File: src/rtl/ascii_seq_receiver.sv
// Receiver for the one-character-per-second ASCII status bus: filters the bus,
// decodes accepted characters to sequence indices and tracks sequence lock.
module ascii_seq_receiver #(
  parameter int STABLE_CYCLES = 4
) (
  input  logic       clk,
  input  logic       rst,
  input  logic [7:0] char_in,
  output logic [3:0] nibble_out,
  output logic       char_valid,
  output logic       char_invalid,
  output logic       seq_err,
  output logic       locked,
  output logic [7:0] rx_count,
  output logic [7:0] err_count
);

  typedef enum logic [1:0] {UNLOCKED, TRACK, LOCKED} state_t;

  localparam logic [7:0] STAB_MAX = 8'(STABLE_CYCLES - 1);

  state_t     state;
  logic [7:0] sync_q;
  logic [7:0] cand;
  logic [7:0] last_acc;
  logic [7:0] stab_cnt;
  logic [3:0] expected;
  logic       dec_valid;
  logic [3:0] dec_idx;

  // Letters A..F map to 0..5, digits map to 6..15; blank and others are not valid.
  always_comb begin
    dec_valid = 1'b0;
    dec_idx   = 4'd0;
    if (cand >= 8'h41 && cand <= 8'h46) begin
      dec_valid = 1'b1;
      dec_idx   = 4'(cand[3:0] - 4'd1);
    end else if (cand >= 8'h30 && cand <= 8'h39) begin
      dec_valid = 1'b1;
      dec_idx   = 4'(cand[3:0] + 4'd6);
    end
  end

  always_ff @(posedge clk) begin
    if (rst) begin
      sync_q       <= 8'h00;
      cand         <= 8'h00;
      last_acc     <= 8'h00;
      stab_cnt     <= 8'd0;
      state        <= UNLOCKED;
      expected     <= 4'd0;
      nibble_out   <= 4'd0;
      char_valid   <= 1'b0;
      char_invalid <= 1'b0;
      seq_err      <= 1'b0;
      locked       <= 1'b0;
      rx_count     <= 8'd0;
      err_count    <= 8'd0;
    end else begin
      sync_q       <= char_in;
      char_valid   <= 1'b0;
      char_invalid <= 1'b0;
      seq_err      <= 1'b0;
      if (sync_q != cand) begin
        cand     <= sync_q;
        stab_cnt <= 8'd0;
      end else if (stab_cnt == STAB_MAX && cand != last_acc) begin
        last_acc <= cand;
        if (dec_valid) begin
          nibble_out <= dec_idx;
          char_valid <= 1'b1;
          rx_count   <= rx_count + 8'd1;
          expected   <= dec_idx + 4'd1;
          case (state)
            UNLOCKED: begin
              state  <= TRACK;
              locked <= 1'b0;
            end
            TRACK: begin
              if (dec_idx == expected) begin
                state  <= LOCKED;
                locked <= 1'b1;
              end
            end
            LOCKED: begin
              if (dec_idx != expected) begin
                seq_err <= 1'b1;
                if (err_count != 8'hFF) err_count <= err_count + 8'd1;
                state  <= TRACK;
                locked <= 1'b0;
              end
            end
            default: begin
              state  <= UNLOCKED;
              locked <= 1'b0;
            end
          endcase
        end else if (cand != 8'h00) begin
          // Blank updates last_acc only; anything else is a bus error.
          char_invalid <= 1'b1;
          if (err_count != 8'hFF) err_count <= err_count + 8'd1;
          state  <= UNLOCKED;
          locked <= 1'b0;
        end
      end else if (stab_cnt != STAB_MAX) begin
        stab_cnt <= stab_cnt + 8'd1;
      end
    end
  end

endmodule
File: config.mk
export PLATFORM = sky130hd
export DESIGN_NAME = ascii_seq_receiver
export DESIGN_NICKNAME = d
export VERILOG_FILES = /design/src/rtl/ascii_seq_receiver.sv
export SDC_FILE = /design/constraint.sdc
export NUM_CORES = 1
export LEC_CHECK = 0
export CAP_MARGIN = 20
export CORE_ASPECT_RATIO = 1.25
export CORE_MARGIN = 2
export CORE_UTILIZATION = 55
export DETAILED_ROUTE_END_ITERATION = 16
export PLACE_DENSITY = 0.85
export SYNTH_ARGS = -nofsm -noshare
export SYNTH_HDL_FRONTEND = slang
export SYNTH_SLANG_ARGS = --single-unit
export TNS_END_PERCENT = 50
File: constraint.sdc
create_clock -name clk -period 4.8 [get_ports clk]
set_clock_uncertainty 0.15 [all_clocks]
set_input_delay 0.96 -clock clk [delete_from_list [all_inputs] [get_ports clk]]
set_output_delay 0.96 -clock clk [all_outputs]
set_load 0.02 [all_outputs]
Word level (Yosys, flattened, before mapping) --
Cells that the tools add are included.
Storage, ports and cells: output and inout bits 24, logic and storage cells 77, register bits 62, input bits 10
Operators by class: magnitude comparators 4, add/sub/neg operators 6, bitwise gates (word level) 4, multiplexer cells 22, reduce and logical (&&, ||, !) cells 15, equal/unequal tests 13
Operators by type and width (count):
- 8-bit 2-to-1 mux | 5
- 8-bit by 1-bit adder with 8-bit output (second input constant) | 3
- 8-bit inequality test | 2
- 5-bit AND reduction | 2
- 1-bit 2-to-1 mux | 9
- 8-bit by 2-bit equality test with 1-bit output (second input constant) | 1
- 8-bit by 6-bit >= comparator with 1-bit output (second input constant) | 1
- 8-bit by 7-bit >= comparator with 1-bit output (second input constant) | 1
- 8-bit by 6-bit less-or-equal comparator with 1-bit output (second input constant) | 1
- 8-bit by 7-bit less-or-equal comparator with 1-bit output (second input constant) | 1
- 2-bit 2-to-1 mux | 4
- 4-bit 2-to-1 mux | 2
- 8-bit by 2-bit inequality test with 1-bit output (second input constant) | 1
- 8-bit inequality test (second input constant) | 1
- 8-bit nonzero test | 1
- 3-bit inequality test (second input constant) | 2
- 2-bit one-hot mux with 3 select lines | 1
- 5-bit OR reduction | 1
- 4-bit by 1-bit adder with 4-bit output (second input constant) | 1
- 4-bit by 3-bit adder with 4-bit output (second input constant) | 1
- 4-bit equality test | 1
- 2-bit by 1-bit inequality test with 1-bit output (second input constant) | 2
- 4-bit inequality test | 1
- 1-bit NOT | 4
- other kinds (12) | 15

Longest topological paths before layout --
Gate-level depths: netlist of run 1.
depth after elaboration 8, mapped depth 11, gate-level depth less buffers 10

Worst setup path before layout of run 1 --
Ideal clock, no wire load.
kind reg2reg, start register cand[0], end register err_count[6], clock period less this slack 3.047 ns, cell stages (with the launch flop) 11, data required time 4.529 ns, library setup time 0.121 ns, arrival time 2.777 ns, setup slack 1.753 ns, path buffers 1, path through dfxtp_1 > buf_2 > inv_1 > ha_1 > o21ba_2 > o21ai_1 > mux2i_2 > xnor2_1 > o41ai_4 > a2111oi_2 > mux2_2
Between the ends: word-level cells in the longest chain between the ends 7, elaborated cells between the ends (all ways) 23, those cells by class add/sub (2); order compare (4); eq/ne (5); mux (5); bitwise (1); reduce/logical (6)
Ends and longest elaborated chain:
- start, declared | line 24 | logic [7:0] cand;
- start signal, assigned | line 65 | cand <= sync_q;
- 8-bit by 6-bit >= comparator with 1-bit output / 8-bit by 6-bit less-or-equal comparator with 1-bit output (equally long branches) | line 38 | end else if (cand >= 8'h30 && cand <= 8'h39) begin
- 1-bit logical AND | line 38
- 4-bit 2-to-1 mux | line 38
- 4-bit 2-to-1 mux * | line 35 | if (cand >= 8'h41 && cand <= 8'h46) begin
- net dec_idx[0] | line 29 | logic [3:0] dec_idx;
- 4-bit inequality test * | line 86 | if (dec_idx != expected) begin
- 2-bit by 1-bit inequality test with 1-bit output (no line) *
- 5-bit AND reduction (no line) *
- end signal, assigned | line 88 | if (err_count != 8'hFF) err_count <= err_count + 8'd1;
- end signal, assigned | line 101 | if (err_count != 8'hFF) err_count <= err_count + 8'd1;
- end, declared | line 15 | output logic [7:0] err_count
Mark *: on every way through the listed nets, which the timed path passes. The rest lies on a longest branch. A chain may end at the register's enable or synchronous reset.

Final worst setup path of run 1 --
start register cand[1], end register err_count[6]
The elaborated chain is that of the path after synthesis.

==> qor.txt, run 1 <==
DR vias -> 2383
Starting density of the core -> 56.9%
Post-synth cell types -> 60
Number of synthesized flops with an enable pin -> 0
DRT iter0 DRCs -> 87
Top Usage Layer GRT -> met2
Setup slack after layout -> 1.43 ns
Fmax -> 0.296 GHz
Vias per inst -> 5.52
Postcts setup bufs -> 0
Wire length per cell -> 13.3 um
RSZ-0062 raised after global routing -> false
H-tree level count -> 3
Routed wire length -> 5770 um
Least-Margin Pin Slew -> 0.898 ns
Peak supply drop -> 0.000236 V
Pre-antenna DRT Iters -> 4
Clk_lat worst skew -> 0.34 ns
Fin. Hold Viols -> 0
# diodes -> 0
CTS resizes -> 0
Die Height -> 87.6 um
CP Capture Type -> flip-flop
Crit path from -> cand[1]
DIE WIDTH -> 70.9 um
Post-route DRC -> 0
Pwr Density -> 281 mW/mm2
GRT Overall Usage -> 20.6%
Yosys reg bits -> 62
Primary FF master, synth -> dfxtp_1
Mapped Nets -> 353
First-pass GRT wire length -> 10100 um
DPL Wire Length -> 4070 um
Sequential area share after synthesis -> 40.4%
HP Start -> sync_q[0]
Final period util -> 70.3%
Hold_buf cts -> 0
Crit-path slowest cell -> dfxtp_1
Worst path cell trace -> inv_1, ha_1, o21ba_2, o21ai_1, mux2i_2, xnor2_1, o41ai_4, a2111oi_2, mux2_2
Die Area -> 0.00621 mm2
Design Power -> 1.01 mW
Area of the multi-input gates -> 0.00171 mm2
# setup viols final -> 0
Sink Count -> 62
Ys async rst share -> 0%
RR Startpoint -> cand[1]
Minimum setup slack after placement -> 1.47 ns
Mapped cell area -> 0.00308 mm2
Final RePlAce weighted congestion -> 0.923
Yosys warns -> 0
Crit path kind -> reg -> reg
Mean Syn Cell Area -> 9.24 um2
Max-Cap Viols -> 0
Fill count -> 448
Core footprint -> 0.00541 mm2
Share of cells above drive strength 1 -> 10.1%
Storage cell area -> 0.00124 mm2
Nets -> 383
Fin crit period -> 3.37 ns
Met2 usage in global routing -> 35.3%
Clk buf depth -> 2
Final-report max-slew violation count -> 0
Syn-to-layout area delta -> 17.3%
Total gr overflow -> 0
Setup crit start kind -> flip-flop
IO Pins -> 34
Rel. slew slack -> 39.9%
Number of antenna-violating nets in the routed design -> 0
Hold Crit Class -> reg -> reg
TritonCTS Buffers -> 9
Synthesized instance count -> 333
Vias in the first global route -> 2284
P_leak -> 1.34 nW
Buffers on Ports -> 33
Global Route met1 Usage -> 24.5%
Clock edge transition at the registers on the reported setup and hold paths -> 0.06 ns
Largest net degree at the start of global routing -> 51
FP Rows -> 30
CP max stage delay -> 0.46 ns
CTS tree -> yes
Met3 Usage GRT -> 3.45%
CTS root buf -> clkbuf_8
Crit path DAT -> 3.45 ns
CP Max Fanout -> 7
Worst Path Required -> 4.88 ns
Initial antenna violation count -> 0
Sum Neg Setup Slack -> 0 ns
Outcome -> finished, final reports clean
## final timing paths
path,to,slack [ns],cells past startpoint
worst max-delay path,err_count[6],1.43,9
worst min-delay path,cand[0],0.33,1
worst max register to register,err_count[6],1.43,9
worst min register to register,cand[0],0.33,1
## power breakdown
| part | switching, mW | internal [mW] |
|---|---|---|
| Combinational | 0.0338 | 0.0290 |
| Clock | 0.193 | 0.228 |
| Sequential | 0.00936 | 0.521 |
| Total | 0.236 | 0.778 |
## layout make-up
cell class / instances / area share, %
multi-input cells: 241 / 47.3
flip-flops and latches: 62 / 34.4
repair buffers: 35 / 9.43
clock buffers: 13 / 4.68
well taps: 64 / 2.22
inverters: 14 / 1.46
clock inverters: 3 / 0.485
## layer usage
| metal | up-vias | part of all wire [%] |
|---|---|---|
| li1 | 1210 | - |
| met1 | 1124 | 45 |
| met2 | 38 | 50 |
| met3 | 11 | 2.9 |
| met4 | 0 | 2.6 |
| met5 | - | 0 |
## cell families after synthesis
logic type               after synthesis  share of synthesized area [%]
AND/OR/NAND/NOR                      140                           24.2
buffers and inverters                 30                           4.11
flip-flops                            62                           40.4
adder cells (fa/ha/maj)               10                           4.07
multiplexers                          13                           4.60
XOR/XNOR                              35                           10.2
AO/OA/AOI/OAI                         43                           12.4
## metrics by stage
stage	utilization, %	instance area [um2]	hold WS (ns)	std cells
global route	66.8	3610	0.342	432
global placement	63.3	3420	0.313	416
detailed placement	63.3	3420	0.321	416
finish	66.8	3610	0.328	432
CTS	66.8	3610	0.330	432
floorplan	-	3080	0.299	333
## critical path: cells and delay by family (launching register included)
family	cells	cell delay, ns
xor+xnor	1	0.42
mux	2	0.60
fa+ha+maj	1	0.24
buf+inv	1	0.17
compound gates	4	1.23
flops	1	0.46
## state kept, by name, indices dropped and copies added (netlist names)
| signal | cells |
|---|---|
| err_count | 8 |
| state | 2 |
| char_valid | 1 |
| last_acc | 8 |
| locked | 1 |
| char_invalid | 1 |
| stab_cnt | 8 |
| seq_err | 1 |
| nibble_out | 4 |
| rx_count | 8 |
| expected | 4 |
| cand | 8 |
| sync_q | 8 |
## synth_stat cells (all sizes together), types with 2 or more instances
cell type | instances | area, um2
a2111oi | 2 | 42.5
a211oi | 8 | 65.1
a21oi | 12 | 60.1
and3 | 5 | 31.3
and4 | 2 | 20.0
buf | 4 | 28.8
clkbuf | 12 | 45.0
dfxtp | 62 | 1240
ha | 10 | 125
inv | 14 | 52.6
mux2 | 6 | 67.6
mux2i | 7 | 73.8
nand2 | 23 | 86.3
nand2b | 2 | 12.5
nand3 | 11 | 55.1
nand4 | 5 | 37.5
nor2 | 45 | 169
nor2b | 21 | 131
nor3 | 12 | 60.1
nor4 | 4 | 46.3
o211ai | 4 | 30.0
o21ai | 3 | 15.0
xnor2 | 17 | 156
xor2 | 18 | 158
## cell usage in the layout (no fill, tap or decap), types with 2 or more instances in the layout
master,synthesis,final
nor4_1,2,2
buf_4,1,2
nand3_1,11,11
nand2_1,23,23
nor2_1,45,45
dfxtp_1,62,62
ha_1,10,10
o21ai_0,2,2
nand2b_1,2,2
o211ai_1,4,4
inv_1,14,14
a211oi_1,7,7
mux2i_1,6,6
nor3_1,12,12
mux2_1,5,5
clkdlybuf4s50_1,0,32
nand4_1,4,4
clkbuf_8,0,12
xnor2_1,16,16
nor2b_1,21,21
and3_1,5,5
xor2_1,18,18
clkinv_2,0,2
a21oi_1,12,12
No activity file was read; power rests on OpenSTA's default activity.
==> run 2, diff against run 1 <==
==> constraint.sdc (replaced) <==
create_clock -name clk -period 3.2 [get_ports clk]
set_clock_uncertainty 0.15 [all_clocks]
set_input_delay 0.64 -clock clk [delete_from_list [all_inputs] [get_ports clk]]
set_output_delay 0.64 -clock clk [all_outputs]
set_load 0.02 [all_outputs]
==> qor.txt, run 2 (synthesis results as in run 1) <==
# diodes -> 0 (unchanged)
Fin crit period -> 3.14 ns (-0.239 ns)
H-tree level count -> 3 (unchanged)
Hold_buf cts -> 0 (unchanged)
DRT iter0 DRCs -> 100 (+15%)
Worst path bufs/invs -> 2 (+1)
Clk_lat worst skew -> 0.35 ns (about the same)
Buffers on Ports -> 33 (unchanged)
Number of antenna-violating nets in the routed design -> 0 (unchanged)
CP Capture Type -> flip-flop
Routed wire length -> 6230 um (+8.0%)
Vias per inst -> 5.59 (+1.3%)
Commonest non-fill, non-tap cell in the layout -> dfxtp_1
First-pass GRT wire length -> 10600 um (+5.0%)
Most frequent cells in the layout -> 61 x dfxtp_1, 45 x nor2_1, 32 x clkdlybuf4s50_1
Crit path DAT -> 3.22 ns (-0.23 ns)
Core footprint -> 0.00541 mm2 (unchanged)
Die Height -> 87.6 um (unchanged)
Final period util -> 98.0% (+28 points)
Final RePlAce weighted congestion -> 0.944 (+2.2%)
P_leak -> 1.44 nW (+7.3%)
Setup crit start kind -> flip-flop
Nets -> 395 (+3.1%)
FP Rows -> 30 (unchanged)
TritonCTS Buffers -> 9 (unchanged)
Outcome -> finished, final reports clean
Clock edge transition at the registers on the reported setup and hold paths -> 0.06 ns (about the same)
Post-Layout Inst Area -> 0.00377 mm2 (+4.5%)
Least-Margin Pin Slew -> 0.682 ns (-0.216 ns)
Clk buf depth -> 2 (unchanged)
Pwr Density -> 446 mW/mm2 (+59%)
Fin util -> 69.8% (+3.0 points)
Total gr overflow -> 0 (unchanged)
CP Depth -> 10 (+1)
Pre-antenna DRT Iters -> 4 (unchanged)
Crit path max-delay family -> compound AO/OA/AOI/OAI gates
Post-placement cell area -> 0.00350 mm2 (+2.2%)
Final-report max-slew violation count -> 0 (unchanged)
Starting density of the core -> 56.9% (unchanged)
CTS tree -> yes
Crit-path slowest cell -> or4b_4
Share of cells above drive strength 1 -> 14.2% (+4.2 points)
CP Max Fanout -> 7 (unchanged)
Sink Count -> 62 (unchanged)
Worst path cell trace -> inv_1, ha_2, or4b_4, nand4_4, nor3_1, a211oi_2, o41ai_4, buf_4, a2111oi_2, mux2_2
Reg2Reg Depth -> 10 (+1)
Crit path kind -> reg -> reg
DPL Wire Length -> 4460 um (+9.5%)
Largest net degree at the start of global routing -> 37 (-27%)
Wire length per cell -> 14.0 um (+5.1%)
Fill count -> 426 (-4.9%)
Fin. Hold Viols -> 0 (unchanged)
DR vias -> 2480 (+4.1%)
Initial antenna violation count -> 0 (unchanged)
IO Pins -> 34 (unchanged)
Vias in the first global route -> 2441 (+6.9%)
Syn-to-layout area delta -> 22.7%
Peak supply drop -> 0.000304 V (+29%)
CP max stage delay -> 0.49 ns (+0.03 ns)
Worst Path Required -> 3.28 ns (-1.60 ns)
Hold Crit Class -> reg -> reg
Placed cells -> 426 (+2.4%)
Post-route DRC -> 0 (unchanged)
GRT Overall Usage -> 21.7% (+1.1 points)
Cells on Worst Hold Path -> 1 (unchanged)
Die Area -> 0.00621 mm2 (unchanged)
DIE WIDTH -> 70.9 um (unchanged)
Fmax -> 0.319 GHz (+7.6%)
Max-Cap Viols -> 0 (unchanged)
# setup viols final -> 0 (unchanged)
CTS root buf -> clkbuf_8
Final instance count without filler cells -> 444 (+2.8%)
Rel. slew slack -> 54.1% (+14 points)
## run 2: changes by cell type in the layout (fill, tap and decap cells not counted), moves of 2 or more
cell,delta
xnor2_1,-2
bufinv_16,+2
xnor2_2,+2
buf_4,+12
## run 2: final timing paths
kind | startpoint | endpoint | slack [ns]
min | sync_q[0] | cand[0] | 0.32
max reg2reg | cand[1] | err_count[6] | 0.06
min reg2reg | sync_q[0] | cand[0] | 0.32
max | cand[1] | err_count[6] | 0.06
## run 2: power by group
part	internal [mW]	total (mW)	switching [mW]	leakage, nW
Clock	0.480	0.784	0.304	0.116
Sequential	0.782	0.795	0.0135	0.503
Combinational	0.0483	0.102	0.0540	0.821
## run 2: worst reg2reg max path, cell delays in order, from the launching register on
cell and delay, ns:
dfxtp_1 0.31, inv_1 0.16, ha_2 0.25, or4b_4 0.49
nand4_4 0.15, nor3_1 0.09, a211oi_2 0.40, o41ai_4 0.13
buf_4 0.18, a2111oi_2 0.35, mux2_2 0.37
## run 2: layout make-up
cell class	instances	area (um2)	area share, %
timing repair buffer	47	430	11.4
clock buffer	11	151	4.01
sequential	62	1240	32.9
inverter	14	52.6	1.39
tap	64	80.1	2.12
multi-input combinational	241	1730	46.0
clock inverter	5	81.3	2.16
## run 2: per-stage QoR
step,worst slack (ns),TNS (ns),total power [mW],hold WS [ns]
after global routing,-0.0222,-0.0222,1.74,0.349
after CTS,0.0407,0,1.69,0.333
after global placement,0.198,0,0.908,0.315
after detailed placement,-0.00791,-0.00791,0.911,0.321
after floorplan,0.153,0,0.883,0.299
final,0.0649,0,1.68,0.325
## run 2: repair_timing
action                                  4_1_cts  5_1_grt
endpoints found under the setup margin        1        6
resized for setup                             2        3
setup buffers                                 0        2
pin swaps                                     1        3
## run 2: layer usage
metal  up-vias  wire (um)  share of wire, %  global-route usage, %
met5         -          0                 0                      0
met2        63       3170                51                   37.2
li1       1229          -                 -                      -
met3        15        240               3.9                   4.37
met1      1173       2630                42                   24.7
met4         0        189               3.0                   14.1
==> run 3, diff against run 2 <==
--- a/config.mk
+++ b/config.mk
@@ -7,7 +7,6 @@
 export LEC_CHECK = 0
 export CAP_MARGIN = 20
 export CORE_ASPECT_RATIO = 1.25
-export CORE_MARGIN = 2
 export CORE_UTILIZATION = 55
 export DETAILED_ROUTE_END_ITERATION = 16
 export PLACE_DENSITY = 0.85
==> qor.txt, run 3 (synthesis results as in run 1) <==
FP Rows -> 30 (unchanged)
Hold_buf cts -> 0 (unchanged)
Combinational power share -> 6.7% (+0.6 points)
First-pass GRT wire length -> 9850 um (-7.3%)
Final period util -> 95.1% (-2.9 points)
Postcts setup bufs -> 0 (unchanged)
Most frequent cells in the layout -> 61 x dfxtp_1, 44 x nor2_1, 32 x clkdlybuf4s50_1
Final hold slack -> 0.315 ns (-0.00949 ns)
DIE WIDTH -> 68.9 um (-2.8%)
Crit path kind -> reg -> reg
Clk_lat worst skew -> 0.34 ns (about the same)
Fill count -> 437 (+2.6%)
H-tree level count -> 3 (unchanged)
Syn-to-layout area delta -> 19.8%
Clock share of power -> 40.2% (-6.4 points)
HP Start -> sync_q[0]
Buffers on Ports -> 33 (unchanged)
Initial antenna violation count -> 0 (unchanged)
CP Max Fanout -> 7 (unchanged)
CP Capture Type -> flip-flop
Core footprint -> 0.00541 mm2 (unchanged)
Worst Path Required -> 3.27 ns (about the same)
# setup viols final -> 0 (unchanged)
Crit path from -> cand[0]
Outcome -> finished, final reports clean
Worst path bufs/invs -> 2 (unchanged)
Starting density of the core -> 56.9% (unchanged)
Clk buf depth -> 2 (unchanged)
DPL Wire Length -> 4190 um (-6.0%)
Final-report max-slew violation count -> 0 (unchanged)
Commonest non-fill, non-tap cell in the layout -> dfxtp_1
Crit-path slowest cell -> or4b_4
Reg2Reg Depth -> 10 (unchanged)
Crit path DAT -> 3.12 ns (-0.10 ns)
Seq pwr share -> 53.1% (+5.8 points)
CTS root buf -> clkbuf_8
# diodes -> 0 (unchanged)
Die Height -> 85.6 um (-2.3%)
Wire length per cell -> 13.5 um (-3.7%)
RR Startpoint -> cand[0]
Fmax -> 0.329 GHz (+3.0%)
CTS tree -> yes
Peak supply drop -> 0.000221 V (-27%)
CP Depth -> 10 (unchanged)
Sink Count -> 62 (unchanged)
Sum Neg Setup Slack -> 0 ns (unchanged)
Fin. Hold Viols -> 0 (unchanged)
TritonCTS Buffers -> 9 (unchanged)
Worst path cell trace -> inv_1, ha_2, or4b_4, nand4_2, o22a_2, xnor2_2, o41ai_4, buf_4, a211oi_1, mux2_1
RSZ-0062 raised after global routing -> false
R2R setup slack -> 0.16 ns (+0.09 ns)
Number of antenna-violating nets in the routed design -> 0 (unchanged)
Crit path to -> err_count[4]
DR vias -> 2419 (-2.5%)
Max-Cap Viols -> 0 (unchanged)
CP max stage delay -> 0.48 ns (about the same)
Vias per inst -> 5.52 (-1.1%)
IO Pins -> 34 (unchanged)
Net Sw Frac -> 22.3% (+0.20 points)
Rel. slew slack -> 58.0% (+3.9 points)
Cells on Worst Hold Path -> 1 (unchanged)
Pre-antenna DRT Iters -> 4 (unchanged)
Largest net degree at the start of global routing -> 35 (-5.4%)
DRT iter0 DRCs -> 67 (-33%)
Setup crit start kind -> flip-flop
Clock edge transition at the registers on the reported setup and hold paths -> 0.06 ns (about the same)
Vias in the first global route -> 2362 (-3.2%)
P_leak -> 1.39 nW (-3.3%)
Total gr overflow -> 0 (unchanged)
Crit path max-delay family -> compound AO/OA/AOI/OAI gates
Hold Crit Class -> reg -> reg
Nets -> 391 (-1.0%)
Post-route DRC -> 0 (unchanged)
Psw -> 333 uW (-10%)
Least-Margin Pin Slew -> 0.625 ns (-0.0576 ns)
Fin crit period -> 3.04 ns (-0.0919 ns)
Internal -> 1.16 mW (-11%)
R2R Path End -> err_count[4]
Routed wire length -> 5920 um (-5.0%)
Pwr Density -> 406 mW/mm2 (-8.8%)
Die Area -> 0.00590 mm2 (-5.0%)
Share of cells above drive strength 1 -> 13.6% (-0.57 points)
Final RePlAce weighted congestion -> 0.883 (-6.4%)
GRT Overall Usage -> 22.3% (+0.57 points)
run 3: repair_timing:
item / CTS / global route
gates resized for setup: 1 / 7
pin swaps: 0 / 3
gates cloned: 0 / 0
endpoints found under the setup margin: 2 / 9
run 3: worst reg2reg max path: cells and delay by family (launching register included):
| kind | cells | cell delay, ns |
|---|---|---|
| fa+ha+maj | 1 | 0.21 |
| flops | 1 | 0.37 |
| buf+inv | 2 | 0.33 |
| simple gates | 2 | 0.66 |
| mux | 1 | 0.33 |
| xor+xnor | 1 | 0.12 |
| compound gates | 3 | 0.76 |
run 3: power groups by stage:
| stage | clock network [mW] | registers [mW] | logic (mW) |
|---|---|---|---|
| 6_report | 0.602 | 0.795 | 0.100 |
| 3_5_place_dp | 0 | 0.812 | 0.0986 |
| 5_1_grt | 0.648 | 0.796 | 0.110 |
| 4_1_cts | 0.618 | 0.795 | 0.0995 |
| 3_3_place_gp | 0 | 0.811 | 0.0962 |
| 2_1_floorplan | 0 | 0.806 | 0.0772 |
run 3: stage by stage:
step	total power [mW]	util (%)	instance area [um2]	setup slack, ns	std cells
after floorplan	0.883	-	3080	0.153	333
after global placement	0.908	64.4	3480	0.156	424
after detailed placement	0.910	64.4	3480	0.00628	424
after CTS	1.51	67.8	3660	0.0363	438
after global routing	1.55	68.1	3680	0.00608	438
final	1.50	68.1	3680	0.157	438
run 3: worst min path at each step:
stage	end	slack [ns]
final	cand[0]	0.32
after detailed placement	expected[1]	0.32
after global placement	cand[3]	0.31
after global routing	cand[6]	0.33
after floorplan	expected[1]	0.30
after CTS	cand[3]	0.32
run 3: layout make-up:
cell class,count,area (um2),area share (%)
multi-input combinational,241,1730,47.1
sequential,62,1240,33.7
timing repair buffer,43,400,10.9
clock buffer,13,169,4.59
tap,64,80.1,2.17
inverter,14,52.6,1.43
clock inverter,1,5.00,0.136
run 3: layer usage:
layer  track usage (%)  vias to the layer above  wire (um)
li1                  -                     1219          -
met1              24.0                     1134       2590
met2              39.2                       51       2990
met3              4.12                       15        172
met4              12.8                        0        161
met5                 0                        -          0
